File: config.mk
export PLATFORM = sky130hd
export DESIGN_NAME = rec_play_ctrl
export DESIGN_NICKNAME = d
export VERILOG_FILES = /design/src/rtl/rec_play_ctrl.sv
export SDC_FILE = /design/constraint.sdc
export NUM_CORES = 1
export LEC_CHECK = 0
export ABC_AREA = 1
export BUFFER_PORTS_ARGS = -buffer_cell sky130_fd_sc_hd__buf_2
export CAP_MARGIN = 20
export CORE_MARGIN = 2
export CORE_UTILIZATION = 30
export CTS_CLUSTER_DIAMETER = 120
export DETAILED_ROUTE_END_ITERATION = 16
export GPL_TIMING_DRIVEN = 0
export PLACE_DENSITY = 0.48
export SKIP_LAST_GASP = 1
export SLEW_MARGIN = 0
export SYNTH_ARGS = -nofsm -noshare
export SYNTH_HDL_FRONTEND = slang
export SYNTH_SLANG_ARGS = --single-unit
File: constraint.sdc
create_clock -name clk -period 3.3 [get_ports clk]
set_input_delay 0.66 -clock clk [delete_from_list [all_inputs] [get_ports clk]]
set_output_delay 0.66 -clock clk [all_outputs]
set_load 0.01 [all_outputs]
File: src/rtl/rec_play_ctrl.sv
// Record/playback sequencer for the audio recorder.
//
// Drives the external sample address counter (cnt_en / cnt_reset) and the sample
// memory strobes (mem_we / mem_re), pacing accesses at one per DIV clocks. A record
// pass stores samples until a second rec press or until memory is full; a play pass
// replays exactly rec_len samples.
//
// Ports:
//   clk, reset          system clock, asynchronous active-high reset
//   rec_btn, play_btn   asynchronous level buttons (synchronised, rising edge acts)
//   sample_in           ADC sample, latched into mem_din on each record tick
//   mem_dout            memory read data, valid one clk after mem_re
//   cnt_en, cnt_reset   address counter advance / clear pulses
//   mem_we, mem_re      memory write / read strobes
//   mem_din             memory write data
//   sample_out          last sample read back, qualified by sample_valid
//   recording, playing  high while in record / play states
//   full                last record pass reached the end of memory
//   rec_len             number of samples held in memory
module rec_play_ctrl #(
    parameter int unsigned DIV    = 2268,
    parameter int unsigned ADDR_W = 17,
    parameter int unsigned DATA_W = 16
) (
    input  logic              clk,
    input  logic              reset,
    input  logic              rec_btn,
    input  logic              play_btn,
    input  logic [DATA_W-1:0] sample_in,
    input  logic [DATA_W-1:0] mem_dout,
    output logic              cnt_en,
    output logic              cnt_reset,
    output logic              mem_we,
    output logic              mem_re,
    output logic [DATA_W-1:0] mem_din,
    output logic [DATA_W-1:0] sample_out,
    output logic              sample_valid,
    output logic              recording,
    output logic              playing,
    output logic              full,
    output logic [ADDR_W:0]   rec_len
);

    localparam int unsigned     TW       = $clog2(DIV);
    localparam logic [TW-1:0]   TICK_MAX = TW'(DIV - 1);
    localparam logic [ADDR_W:0] LAST     = {1'b0, {ADDR_W{1'b1}}};
    localparam logic [ADDR_W:0] DEPTH    = {1'b1, {ADDR_W{1'b0}}};

    typedef enum logic [2:0] {
        StIdle, StRecWait, StRecWrite, StRecAdv,
        StPlayWait, StPlayRead, StPlayCap, StPlayAdv
    } state_t;

    state_t state_q, state_d;

    logic [1:0]        rec_sync_q, play_sync_q;
    logic              rec_prev_q, play_prev_q;
    logic              rec_pend_q, rec_pend_d, play_pend_q, play_pend_d;
    logic [TW-1:0]     tick_q, tick_d;
    logic [ADDR_W:0]   count_q, count_d;
    logic [ADDR_W:0]   rec_len_q, rec_len_d;
    logic              full_q, full_d;
    logic [DATA_W-1:0] mem_din_q, mem_din_d, sample_out_q, sample_out_d;
    logic              cnt_en_q, cnt_en_d, cnt_reset_q, cnt_reset_d;
    logic              mem_we_q, mem_we_d, mem_re_q, mem_re_d;
    logic              sample_valid_q, sample_valid_d;
    logic              recording_q, recording_d, playing_q, playing_d;

    logic rec_edge, play_edge, rec_go, play_go, tick;

    assign rec_edge  = rec_sync_q[1] & ~rec_prev_q;
    assign play_edge = play_sync_q[1] & ~play_prev_q;
    // Edges seen during the write/read sub-states are deferred to the next WAIT cycle.
    assign rec_go    = rec_edge | rec_pend_q;
    assign play_go   = play_edge | play_pend_q;
    assign tick      = (tick_q == TICK_MAX);

    always_ff @(posedge clk or posedge reset) begin
        if (reset) begin
            state_q        <= StIdle;
            rec_sync_q     <= '0;
            play_sync_q    <= '0;
            rec_prev_q     <= 1'b0;
            play_prev_q    <= 1'b0;
            rec_pend_q     <= 1'b0;
            play_pend_q    <= 1'b0;
            tick_q         <= '0;
            count_q        <= '0;
            rec_len_q      <= '0;
            full_q         <= 1'b0;
            mem_din_q      <= '0;
            sample_out_q   <= '0;
            cnt_en_q       <= 1'b0;
            cnt_reset_q    <= 1'b1;
            mem_we_q       <= 1'b0;
            mem_re_q       <= 1'b0;
            sample_valid_q <= 1'b0;
            recording_q    <= 1'b0;
            playing_q      <= 1'b0;
        end else begin
            state_q        <= state_d;
            rec_sync_q     <= {rec_sync_q[0], rec_btn};
            play_sync_q    <= {play_sync_q[0], play_btn};
            rec_prev_q     <= rec_sync_q[1];
            play_prev_q    <= play_sync_q[1];
            rec_pend_q     <= rec_pend_d;
            play_pend_q    <= play_pend_d;
            tick_q         <= tick_d;
            count_q        <= count_d;
            rec_len_q      <= rec_len_d;
            full_q         <= full_d;
            mem_din_q      <= mem_din_d;
            sample_out_q   <= sample_out_d;
            cnt_en_q       <= cnt_en_d;
            cnt_reset_q    <= cnt_reset_d;
            mem_we_q       <= mem_we_d;
            mem_re_q       <= mem_re_d;
            sample_valid_q <= sample_valid_d;
            recording_q    <= recording_d;
            playing_q      <= playing_d;
        end
    end

    always_comb begin
        state_d        = state_q;
        rec_pend_d     = rec_pend_q;
        play_pend_d    = play_pend_q;
        count_d        = count_q;
        rec_len_d      = rec_len_q;
        full_d         = full_q;
        mem_din_d      = mem_din_q;
        sample_out_d   = sample_out_q;
        cnt_en_d       = 1'b0;
        cnt_reset_d    = 1'b0;
        mem_we_d       = 1'b0;
        mem_re_d       = 1'b0;
        sample_valid_d = 1'b0;

        // Free-running sample pacer, restarted from zero whenever a pass begins.
        if (state_q == StIdle || tick) begin
            tick_d = '0;
        end else begin
            tick_d = tick_q + 1'b1;
        end

        unique case (state_q)
            StIdle: begin
                if (rec_edge) begin
                    cnt_reset_d = 1'b1;
                    count_d     = '0;
                    full_d      = 1'b0;
                    state_d     = StRecWait;
                end else if (play_edge && rec_len_q != '0) begin
                    cnt_reset_d = 1'b1;
                    count_d     = '0;
                    state_d     = StPlayWait;
                end
            end
            StRecWait: begin
                if (rec_go) begin
                    rec_len_d = count_q;
                    state_d   = StIdle;
                end else if (tick) begin
                    mem_din_d = sample_in;
                    mem_we_d  = 1'b1;
                    state_d   = StRecWrite;
                end
            end
            StRecWrite: begin
                if (rec_edge) rec_pend_d = 1'b1;
                // Stop at the last address instead of letting the counter wrap.
                if (count_q == LAST) begin
                    rec_len_d = DEPTH;
                    full_d    = 1'b1;
                    state_d   = StIdle;
                end else begin
                    cnt_en_d = 1'b1;
                    count_d  = count_q + 1'b1;
                    state_d  = StRecAdv;
                end
            end
            StRecAdv: begin
                if (rec_edge) rec_pend_d = 1'b1;
                state_d = StRecWait;
            end
            StPlayWait: begin
                if (play_go) begin
                    state_d = StIdle;
                end else if (tick) begin
                    mem_re_d = 1'b1;
                    state_d  = StPlayRead;
                end
            end
            StPlayRead: begin
                if (play_edge) play_pend_d = 1'b1;
                state_d = StPlayCap;
            end
            StPlayCap: begin
                if (play_edge) play_pend_d = 1'b1;
                sample_out_d   = mem_dout;
                sample_valid_d = 1'b1;
                if (count_q + 1'b1 == rec_len_q) begin
                    state_d = StIdle;
                end else begin
                    cnt_en_d = 1'b1;
                    count_d  = count_q + 1'b1;
                    state_d  = StPlayAdv;
                end
            end
            StPlayAdv: begin
                if (play_edge) play_pend_d = 1'b1;
                state_d = StPlayWait;
            end
            default: state_d = StIdle;
        endcase

        if (state_d == StIdle) begin
            rec_pend_d  = 1'b0;
            play_pend_d = 1'b0;
        end

        recording_d = (state_d == StRecWait) || (state_d == StRecWrite) ||
                      (state_d == StRecAdv);
        playing_d   = (state_d == StPlayWait) || (state_d == StPlayRead) ||
                      (state_d == StPlayCap) || (state_d == StPlayAdv);
    end

    assign cnt_en       = cnt_en_q;
    assign cnt_reset    = cnt_reset_q;
    assign mem_we       = mem_we_q;
    assign mem_re       = mem_re_q;
    assign mem_din      = mem_din_q;
    assign sample_out   = sample_out_q;
    assign sample_valid = sample_valid_q;
    assign recording    = recording_q;
    assign playing      = playing_q;
    assign full         = full_q;
    assign rec_len      = rec_len_q;

endmodule

==> reports/qor.yml, run 1 <==
critPathMaxFanout: 10
drv_cap: 0
powerDensity_mw_per_mm2: 655.2
cts_tree: "yes"
worst_slew_pin_slew_ps: 567.1
cp-start-kind: "flop"
p_clk_share_pct: 27.4
vias: 4256
ys_ff_latch: 99
wl_met2_mm: 6.225
postSynthCellCount: 612
p_sw_share_pct: 38.82
clockRootBuffer: "clkbuf_16"
drt_wl_total_mm: 12.44
ys_seq_area_share_pct: 50.64
crit_arrival_ps: 2880
min_period_ps: 2649
finish.utilization_pct: 37.42
n_antenna_cell: 0
final_cell_mix: "212 x nand2_1, 100 x buf_2, 98 x dfrtp_1"
start_util_pct: 30.70
timing.setup.tns_ps: 0
cp-endpoint: "count_q[1]"
fp.coreArea_mm2: 0.01594
post_cts_buffers: 0
max_freq_mhz: 377.5
drt-met1-wl_mm: 5.658
rows: 46
drt-initial-drc-count: 258
r2r_slack_ps: 650
internal_power_mw: 2.391
grt_max_degree: 60
skew_ps: 14.77
ctsHoldBuffers: 0
total_power_mw: 3.909
cts_buffers: 9
hold_path_class: "input pin to asynchronous set/reset pin"
clk-insertion-delay-late_ps: 350
p_seq_share_pct: 39.7
yosys.cell_types.count: 39
slew_headroom_pct: 61.85
rsz0062_at_grt: "false"
layout_setup_ws_ps: 651.1
preCtsSetupSlack_ps: 668.6
clock_path_buffers: 2
dr_wl_met3_um: 434
combPwrFrac_pct: 32.9
final_common_cell: "nand2_1"
clkTransAtPathRegs_ps: 80
grt-ovfl-total: 0
grt_pass1_wl_mm: 20.77
cts_htree_levels: 3
grt_pass1_vias: 4248
die_h_um: 131.7
r2r_start: "count_q[0]"
critPathCaptureType: "flop"
die_area_mm2: 0.01735
topRoutingLayerUsed: "met4"
r2r_end: "count_q[1]"
reg2regPathDepth: 17
via_per_inst: 4.537
nNetsFinal: 755
drive_above_1_share_pct: 21.61
worstSetupPathType: "flop to flop"
outcome: "complete, no violations"
fin_crit_sh_pct: 80.27
fin_area_mm2: 0.005966
avgSynthCellArea_um2: 7.998
yosysWarningCount: 0
n_fill_cell: 1693
place.gp.congestion: 0.8506
p_leak_nw: 2.887
dp_hpwl_mm: 9.209
synth_ff_type: "dfrtp_1"
crit_required_ps: 3530
syn-cell-area_mm2: 0.004895
setup_violations: 0
critPathLaunch: "count_q[0]"
drc: 0
antenna_found_initial: 0
peakVddDrop_mv: 0.2805
cts_resized: 0
num_io_pins: 94
syn_to_final_growth_pct: 21.88
dieWidth_um: 131.7
portBuffers: 93
cts.sinks: 99
grt_usage_pct: 14.79
first_pass_iters: 4
wl_per_cell_um: 13.26
synth_edf_count: 0
placed_area_mm2: 0.005660
drv_slew: 0
hold_viol: 0
p_sw_mw: 1.517
syn-num-nets: 650
async_flop_share_pct: 100.0
ant_nets: 0
-- cells in the mapped netlist, types with 6 or more instances --
library cell	count	area, um2
a21oi_1	8	40.04
buf_2	7	35.03
dfrtp_1	98	2452
inv_1	68	255.2
nand2_1	212	795.8
nand3_1	48	240.2
nand4_1	7	43.79
nor2_1	49	183.9
nor2_2	6	37.54
nor3_1	10	50.05
o21ai_0	31	155.2
o21ai_2	10	87.58
-- cells by family (layout without fill, tap and decap cells) --
group	count (synthesis)	count (layout)	synth area share [%]
buffers and inverters	88	198	7.515
DFF	99	99	50.64
xor gates and xnor gates	6	6	1.636
AOI/OAI and AO/OA	60	60	7.924
and+or+nand+nor	357	357	31.77
adders and majority gates	2	2	0.5112
-- cell type report --
cell class	instances	area (um2)	area share (%)
inverters	71	271.5	4.551
clock buffers	9	225.2	3.775
well taps	216	270.3	4.530
multi-input cells	425	2048	34.33
flip-flops and latches	99	2479	41.55
clock inverters	7	80.08	1.342
plain buffers	17	98.84	1.657
repair buffers	94	493.0	8.263
-- power by group through the flow --
stage                     Combinational [mW]  Clock (mW)  Sequential [mW]
after global placement                  1.28           0             1.57
after floorplan                        0.781           0             1.63
after detailed placement                1.30           0             1.57
after CTS                               1.30        1.11             1.55
final                                   1.28        1.07             1.55
after global routing                    1.45        1.16             1.58
-- critical path, cell delays in order (launching register included) --
cell     delay [ps]
dfrtp_1         450
ha_1            260
nand2_1         150
nor2_4          190
nand2_1         110
nor2_2          110
nand2_1          80
nand3_1          70
nand2_1          50
nor2_1          170
nand2_1         100
nor2_2          130
nand2_1          80
nand2_2         110
nand2_4         130
inv_4           110
buf_8           170
o21ai_2          60
-- per-layer routing --
layer / vias to the layer above / GRT usage [%]
met5: - / 0
met4: 0 / 3.986
met3: 7 / 3.153
met2: 65 / 25.36
met1: 2028 / 18.97
li1: 2156 / -
-- state kept, by name, indices dropped and copies added (netlist names), 2 cells and up --
register,cells
state_q,3
count_q,18
rec_sync_q,2
sample_out,16
play_sync_q,2
rec_len,18
mem_din,16
tick_q,12
-- per-stage QoR --
step | std cells | hold WS (ps)
3_3_place_gp | 921 | 334.4
3_5_place_dp | 922 | 335.6
4_1_cts | 938 | 354.9
5_1_grt | 938 | 367.5
6_report | 938 | 351.4
2_1_floorplan | 612 | 331.2
-- worst min path at each step --
stage	slack, ps	cells after the start	startpoint	to
floorplan	330	0	play_sync_q[0]	play_sync_q[1]
global placement	330	0	rec_sync_q[0]	rec_sync_q[1]
detailed placement	340	0	rec_sync_q[0]	rec_sync_q[1]
CTS	350	0	rec_sync_q[0]	rec_sync_q[1]
global route	370	0	play_sync_q[0]	play_sync_q[1]
finish	350	2	reset	mem_we
Power figures use the tool's default switching activity.
==> run 2, diff against run 1 <==
Settings changed: ABC_AREA 1 to 0, PLACE_DENSITY 0.48 to 0.47.
Clock period 3.3 ns to 2.7 ns, I/O delays scaled along.
==> run 2 against run 1 <==
  * Synthesized cell count fell by 16%
  * Routed wire length rose by 11%
  * Cell count fell by 8.1%
  * Register-to-register slack got worse by 630 ps
  * Non-clock buffer count rose by 33
  * Critical path depth fell by 5
  * Die area rose by 0.52%
  * Sequential power barely moved
  * Largest power group unchanged
==> reports/qor.yml, run 2 <==
avgSynthCellArea_um2: 9.537
p_seq_share_pct: 45.6
cp.depth: 12
drc: 0
wl_per_cell_um: 16.04
synth_ff_type: "dfrtp_1"
worst_slew_pin_slew_ps: 658.6
fin_crit_sh_pct: 99.20
yosys-top-cells-count: "113 x nand2_1, 98 x dfrtp_1, 40 x nor2_1"
gr-usage-met2_pct: 24.48
portBuffers: 93
cts_buffers: 9
synth.most_common_cell: "nand2_1"
die_area_mm2: 0.01744
worstSetupPathType: "flop to flop"
rsz0062_at_grt: "true"
synth_area_leaders: "dfrtp_1 50%, nand2_1 8.6%, mux2_2 3.9%, o21ai_0 3.5%, xnor2_1 3.4%"
grt_usage_pct: 16.02
post-place-cells: 827
skew_ps: 3.792
critPathCaptureType: "flop"
crit_chain: "ha_4 > and3_4 > buf_6 > and4_1 > and3_1 > buf_6 > a21oi_4 > nor2_1 > buf_4 > nor2_1 > o21a_1 > a31o_2"
n_antenna_cell: 0
max_freq_mhz: 373.4
crit_required_ps: 2940
ys_seq_area_share_pct: 50.37
start_util_pct: 30.87
vias: 4206
fin_area_mm2: 0.006351
critPathMaxFanout: 10
drt-initial-drc-count: 318
clock_path_buffers: 2
yosys.area.top_type: "dfrtp_1"
synth_edf_count: 0
hold_path_class: "input pin to asynchronous set/reset pin"
num_io_pins: 94
stdcell_count: 862
grt_busiest_layer: "met2"
path_buf_inv: 3
outcome: "complete, no violations"
powerDensity_mw_per_mm2: 538.8
grt-ovfl-total: 0
placed_area_mm2: 0.005700
ant_nets: 0
grt_max_degree: 42
peakVddDrop_mv: 0.3082
finish.utilization_pct: 39.84
total_power_mw: 3.422
cp-start-kind: "flop"
gr-usage-met3_pct: 3.306
p_sw_mw: 0.9243
place.gp.congestion: 0.8673
crit_arrival_ps: 2920
drv_slew: 0
final_cell_mix: "110 x nand2_1, 95 x buf_2, 94 x dfrtp_1"
p_sw_share_pct: 27.01
grt.met1_usage_pct: 21.89
async_flop_share_pct: 100.0
clockRootBuffer: "clkbuf_16"
first_pass_iters: 4
cts.sinks: 99
antenna_found_initial: 0
synth_top_cell_area_share_pct: 49.83
final_common_cell: "nand2_1"
fp.coreArea_mm2: 0.01594
combPwrFrac_pct: 13.0
p_clk_share_pct: 41.4
yosys.cell_types.count: 65
syn-num-nets: 554
cp_top_family: "simple AND/OR/NAND/NOR gates"
yosysWarningCount: 0
internal_power_mw: 2.497
clk-insertion-delay-late_ps: 350
ys_ff_latch: 99
clkTransAtPathRegs_ps: 70
drive_above_1_share_pct: 32.04
dp_hpwl_mm: 9.730
min_period_ps: 2678
reg2regPathDepth: 12
die_h_um: 132.1
via_per_inst: 4.879
grt_pass1_wl_mm: 22.30
grt_pass1_vias: 4239
drt_wl_total_mm: 13.82
cts_tree: "yes"
syn_to_final_growth_pct: 29.06
p_leak_nw: 2.973
n_fill_cell: 1639
rows: 46
crit_path_max_incr_delay_ps: 420
dieWidth_um: 132.1
syn-cell-area_mm2: 0.004921
cts_htree_levels: 3
setup_violations: 0
drv_cap: 0
postSynthCellCount: 516
hold_viol: 0
slew_headroom_pct: 56.00
worst_path_max_delay_cell: "dfrtp_1"
r2r_slack_ps: 20
nNetsFinal: 679
==> run 2: power groups by stage <==
stage / logic (mW) / registers (mW) / clock network (mW)
2_1_floorplan: 0.246 / 1.60 / 0
3_3_place_gp: 0.416 / 1.59 / 0
3_5_place_dp: 0.429 / 1.59 / 0
4_1_cts: 0.449 / 1.56 / 1.47
5_1_grt: 0.499 / 1.57 / 1.53
6_report: 0.444 / 1.56 / 1.42
==> run 2: final cells by class <==
cell class              instances  area [um2]  area share (%)
multi-input cells             375        2360           37.16
clock inverters                 7       98.84           1.556
plain buffers                  28       190.2           2.994
clock buffers                   9       225.2           3.546
flip-flops and latches         99        2484           39.11
inverters                      12       52.55          0.8274
repair buffers                116       670.6           10.56
well taps                     216       270.3           4.255
==> run 2: worst paths after layout <==
path                                  endpoint           start
worst max-delay path                count_q[6]      count_q[0]
worst min-delay path             sample_out[8]           reset
worst max register to register      count_q[6]      count_q[0]
worst min register to register  play_sync_q[1]  play_sync_q[0]
max in group asynchronous            cnt_reset           reset
min in group clk                 rec_sync_q[0]         rec_btn
==> run 2: cell families after synthesis <==
family | synth area share, %
muxes | 4.297
xor gates and xnor gates | 6.051
adders and majority gates | 0.5084
and+or+nand+nor | 22.43
AOI/OAI and AO/OA | 12.51
DFF | 50.37
buffers and inverters | 3.839
==> run 2: what timing repair did <==
action | in CTS | in global routing
endpoints found under the hold margin | 0 | 0
setup buffers | 9 | 12
pin swaps | 8 | 14
hold buffers | 0 | 0
setup endpoints to repair | 40 | 36
resized for setup | 28 | 26
==> run 2: worst reg2reg max path: cells and delay by family (launching register included) <==
kind	cells	cell delay [ps]
AOI/OAI and AO/OA	3	460
adders and majority gates	1	190
buffers and inverters	3	550
DFF	1	420
and+or+nand+nor	5	940
==> run 2: routing by layer <==
layer | share of wire [%] | vias up
met5 | 0 | -
met4 | 2.6 | 0
met3 | 5.2 | 22
met2 | 46 | 109
met1 | 46 | 2047
li1 | - | 2028
==> run 2: stage by stage <==
stage / worst slack, ps / hold WS [ps] / TNS [ps]
floorplan: 183.8 / 331.2 / 0
global placement: -373.7 / 333.9 / -9718
detailed placement: -439.5 / 336.4 / -11120
CTS: 3.537 / 275.3 / 0
global route: -36.64 / 278.1 / -279.8
finish: 21.73 / 273.2 / 0
